===== src/rtl/data_setup_a.sv =====
// Skews a snapshotted ARRAY_W x ARRAY_L matrix onto the systolic array's left edge.
// Optional feature: define DATA_SETUP_A_STALL_EN to add a stall input that freezes streaming.
module data_setup_a #(
    parameter int DATA_WIDTH = 8,
    parameter int ARRAY_W    = 5,
    parameter int ARRAY_L    = 2
) (
    input  logic                                              clk,
    input  logic                                              reset_n,
    input  logic                                              start,
`ifdef DATA_SETUP_A_STALL_EN
    input  logic                                              stall,
`endif
    input  logic [0:ARRAY_W-1][0:ARRAY_L-1][DATA_WIDTH-1:0]   data_in,
    output logic [0:ARRAY_W-1][DATA_WIDTH-1:0]                data_out,
    output logic [0:ARRAY_W-1]                                valid_out,
    output logic                                              busy,
    output logic                                              done
);

    localparam int LAST   = ARRAY_W + ARRAY_L - 2;
    localparam int STEP_W = (LAST > 0) ? $clog2(LAST + 1) : 1;
    localparam logic [STEP_W-1:0] LAST_STEP = STEP_W'(LAST);

    typedef enum logic {
        IDLE,
        RUN
    } state_e;

    state_e                                             state_q, state_d;
    logic [STEP_W-1:0]                                  step_q, step_d;
    logic [0:ARRAY_W-1][0:ARRAY_L-1][DATA_WIDTH-1:0]    buf_q, buf_d;
    logic [0:ARRAY_W-1][DATA_WIDTH-1:0]                 data_q, data_d;
    logic [0:ARRAY_W-1]                                 valid_q, valid_d;
    logic                                               done_q, done_d;

    logic [0:ARRAY_W-1][0:ARRAY_L-1][DATA_WIDTH-1:0]    srcMat;
    logic                                               loadStep;
    logic                                               stallActive;

`ifdef DATA_SETUP_A_STALL_EN
    assign stallActive = stall;
`else
    assign stallActive = 1'b0;
`endif

    always_ff @(posedge clk or negedge reset_n) begin
        if (!reset_n) begin
            state_q <= IDLE;
            step_q  <= '0;
            buf_q   <= '0;
            data_q  <= '0;
            valid_q <= '0;
            done_q  <= 1'b0;
        end else begin
            state_q <= state_d;
            step_q  <= step_d;
            buf_q   <= buf_d;
            data_q  <= data_d;
            valid_q <= valid_d;
            done_q  <= done_d;
        end
    end

    // Step 0 is sourced straight from data_in so the first element leaves on the start edge.
    always_comb begin
        state_d  = state_q;
        step_d   = step_q;
        buf_d    = buf_q;
        data_d   = data_q;
        valid_d  = valid_q;
        done_d   = 1'b0;
        srcMat   = buf_q;
        loadStep = 1'b0;

        case (state_q)
            IDLE: begin
                data_d  = '0;
                valid_d = '0;
                if (start) begin
                    buf_d    = data_in;
                    srcMat   = data_in;
                    step_d   = '0;
                    state_d  = RUN;
                    loadStep = 1'b1;
                end
            end
            RUN: begin
                if (!stallActive) begin
                    if (step_q == LAST_STEP) begin
                        state_d = IDLE;
                        step_d  = '0;
                        data_d  = '0;
                        valid_d = '0;
                        done_d  = 1'b1;
                    end else begin
                        step_d   = step_q + STEP_W'(1);
                        loadStep = 1'b1;
                    end
                end
            end
            default: begin
                state_d = IDLE;
                data_d  = '0;
                valid_d = '0;
            end
        endcase

        if (loadStep) begin
            data_d  = '0;
            valid_d = '0;
            // Lane i carries element k exactly when i + k equals the step index.
            for (int i = 0; i < ARRAY_W; i++) begin
                for (int k = 0; k < ARRAY_L; k++) begin
                    if (STEP_W'(i + k) == step_d) begin
                        data_d[i]  = srcMat[i][k];
                        valid_d[i] = 1'b1;
                    end
                end
            end
        end
    end

    assign data_out  = data_q;
    assign valid_out = valid_q;
    assign busy      = (state_q == RUN);
    assign done      = done_q;

endmodule


===== config.mk =====
export PLATFORM = sky130hd
export DESIGN_NAME = data_setup_a
export DESIGN_NICKNAME = d
export VERILOG_FILES = /design/src/rtl/data_setup_a.sv
export SDC_FILE = /design/constraint.sdc
export NUM_CORES = 1
export LEC_CHECK = 0
export BUFFER_PORTS_ARGS = -buffer_cell sky130_fd_sc_hd__buf_2
export CAP_MARGIN = 30
export CORE_ASPECT_RATIO = 0.5
export CORE_UTILIZATION = 30
export CTS_CLUSTER_SIZE = 40
export DETAILED_ROUTE_END_ITERATION = 8
export MAX_ROUTING_LAYER = met4
export RECOVER_POWER = 100
export SETUP_SLACK_MARGIN = 0.3
export SKIP_CTS_REPAIR_TIMING = 1
export SYNTH_ARGS = -nofsm -noshare
export SYNTH_HDL_FRONTEND = slang
export SYNTH_SLANG_ARGS = --single-unit

===== constraint.sdc =====
create_clock -name clk -period 1.6 [get_ports clk]
set_clock_uncertainty 0.2 [all_clocks]
set_input_delay 0.24 -clock clk [delete_from_list [all_inputs] [get_ports clk]]
set_output_delay 0.24 -clock clk [all_outputs]
set_load 0.03 [all_outputs]

==> results.json <==
{
  "status": "finished with violations",
  "violations": "setup timing",
  "core_area_sq_mm": 0.0167,
  "tightest_slew_ps": 831,
  "timing.final.ws_setup_ps": -193,
  "rsz0062_at_grt": "true",
  "dp.cells": 665,
  "drc": 0,
  "peakVddDrop_uv": 825,
  "htree_num_levels": 4,
  "powerDensity_mw_per_mm2": 1970,
  "yosysUniqueCellTypes": 28,
  "instances_no_fill": 794,
  "post_dp_cell_area_sq_mm": 0.00633,
  "die_h_um": 95.4,
  "synth_seq_cells": 130,
  "final_antenna_net_count": 0,
  "portBuffers": 129,
  "yosysWarningCount": 0,
  "seq_area_frac_synth_pct": 62.2,
  "grt_overflow": 0,
  "die-area_sq_mm": 0.0180,
  "io_pins": 130,
  "clk_latency_ps": 410,
  "drive_gt1_share_pct": 53.6,
  "drt_first_pass_iters": 4,
  "maxCapViolations": 0,
  "nets": 637,
  "fin_total_pwr_uw": 15900,
  "grt_use_met3_pct": 4.45,
  "slew_headroom_pct": 44.6,
  "synthesis.area_sq_mm": 0.00523,
  "vias_per_cell": 4.44,
  "gr-max-usage-layer": "met2",
  "fp.dieW_um": 189,
  "place_hpwl_um": 7710,
  "fin_crit_ps": 1790,
  "holdCritPathClass": "input port to async pin",
  "setup_viol": 42,
  "routed_wirelength_um": 13400,
  "maxSlewViolCount": 0,
  "grt_max_degree": 37,
  "worstSetupStartpointType": "register",
  "fin_crit_sh_pct": 112,
  "antenna_found_initial": 0,
  "areaGrowthSynthToFinish_pct": 53.6,
  "cp_max_fo": 8,
  "rows": 33,
  "slowest_delay_ps": 420,
  "cts_tree": "built",
  "synthCells": 301,
  "place_ws_ps": -176,
  "fmax_ghz": 0.558,
  "crit_buf_inv": 2,
  "crit_required_ps": 1700,
  "grt_pass1_vias": 3415,
  "cts_root_buffer": "clkbuf_16",
  "vias": 3526,
  "final_cell_area_sq_mm": 0.00804,
  "start_util_pct": 31.3,
  "end_kind": "register",
  "diodes": 0,
  "met1_usage_pct": 17.8,
  "num-fill-cells": 1474,
  "grt_use_met2_pct": 22.1,
  "syn_avg_cell_area_sq_um": 17.4,
  "cpMaxStageDelayCell": "dfrtp_2",
  "leakage_uw": 0.00385,
  "track_usage_pct": 14.2,
  "cts.clk_slew.worst_paths_ps": 60,
  "critPathKind": "register to register",
  "syn-num-nets": 384,
  "finalWeightedCongestion": 0.762,
  "arrival_ps": 1890,
  "numCtsBuffers": 17,
  "cts_buffer_depth": 2,
  "avgRoutedWirePerCell_um": 16.9,
  "critical-path-top-delay-family": "flip-flops",
  "path_cells": "nor2b_4 -> buf_6 -> clkbuf_16 -> mux2_4 -> a22o_1",
  "cts.sinks": 130,
  "grt_first_pass_wirelength_um": 18400,
  "hold_viol_final": 0,
  "drt_iter0_drc": 99
}
-- state kept, by name (all words and copies together), names as in the netlist --
signal     flops
step_q         3
busy           1
done           1
valid_out      5
buf_q         80
data_out      40
-- routing by layer --
metal / vias to the layer above / part of all wire, %
met5: - / 0
met4: 0 / 0.99
met3: 10 / 2.8
met2: 60 / 50
met1: 1850 / 46
li1: 1606 / -
-- final cells by class --
type	instances	area, sq um	area share [%]
clock buffers	18	439	5.46
multi-input cells	150	1840	22.9
clock inverters	14	154	1.91
flip-flops and latches	130	3260	40.5
repair buffers	255	2060	25.7
well taps	227	284	3.53
-- power breakdown --
part / leakage (uW) / switching (uW) / internal, uW
Combinational: 0.00194 / 3120 / 3550
Sequential: 0.00162 / 513 / 4770
Clock: 0.000283 / 1560 / 2350
-- logic make-up after synthesis --
family          share of synthesized area [%]
flops                                    62.2
mux                                      23.1
compound gates                           8.15
buf+inv                                  3.59
simple gates                             3.01
-- worst paths after layout --
check                          start            to  slack (ps)  cells past startpoint
max                             busy  data_out[36]        -190                      5
min                          reset_n  valid_out[4]         260                      2
max reg2reg                     busy  data_out[36]        -190                      5
min reg2reg                buf_q[54]     buf_q[54]         290                      1
max in group asynchronous    reset_n     buf_q[13]         170                      3
min in group clk               start     buf_q[63]         280                      4
-- Yosys cell counts --
library cell | count | area, sq um
nor2b_1 | 1 | 6.26
o22ai_1 | 1 | 6.26
nor2_1 | 4 | 15.0
or3_1 | 1 | 6.26
a31oi_1 | 1 | 6.26
a22o_1 | 26 | 228
nand3_1 | 1 | 5.00
o21bai_2 | 1 | 11.3
and2_1 | 2 | 12.5
nor3_2 | 2 | 20.0
nor2b_4 | 1 | 13.8
and3_4 | 1 | 11.3
mux2_4 | 79 | 1190
nand2b_1 | 3 | 18.8
buf_6 | 13 | 146
buf_4 | 2 | 15.0
clkbuf_1 | 2 | 7.51
mux2_2 | 2 | 22.5
nor2b_2 | 1 | 8.76
a32o_1 | 16 | 160
o21ai_0 | 2 | 10.0
nand2_1 | 2 | 7.51
dfrtp_1 | 130 | 3250
nand2b_4 | 1 | 13.8
buf_2 | 3 | 15.0
a21oi_1 | 1 | 5.00
nor3b_4 | 1 | 18.8
buf_1 | 1 | 3.75
-- placed cells by master (no fill, tap or decap), types with 2 or more instances in the layout --
master         instances
dfrtp_1              126
dlygate4sd3_1         82
buf_2                 81
mux2_4                79
clkbuf_2              48
a22o_1                26
clkbuf_16             21
a32o_1                16
buf_4                 13
buf_12                11
buf_6                 11
dfrtp_2                4
clkinv_4               4
nand2b_1               3
inv_6                  3
clkinvlp_4             3
buf_8                  3
nor2b_4                2
mux2_2                 2
nor2_4                 2
nor2_1                 2
nor3_2                 2
bufinv_16              2
clkinv_2               2
-- stage by stage --
step                hold WS [ps]  util [%]  setup TNS, ps
floorplan                   -256         -         -16900
global placement           -52.7      37.9          -5290
detailed placement         -47.2      37.9          -6260
CTS                         -494      41.4          -6840
global route                 262      48.1          -8560
finish                       257      48.1          -6750
Power figures use the tool's default switching activity.
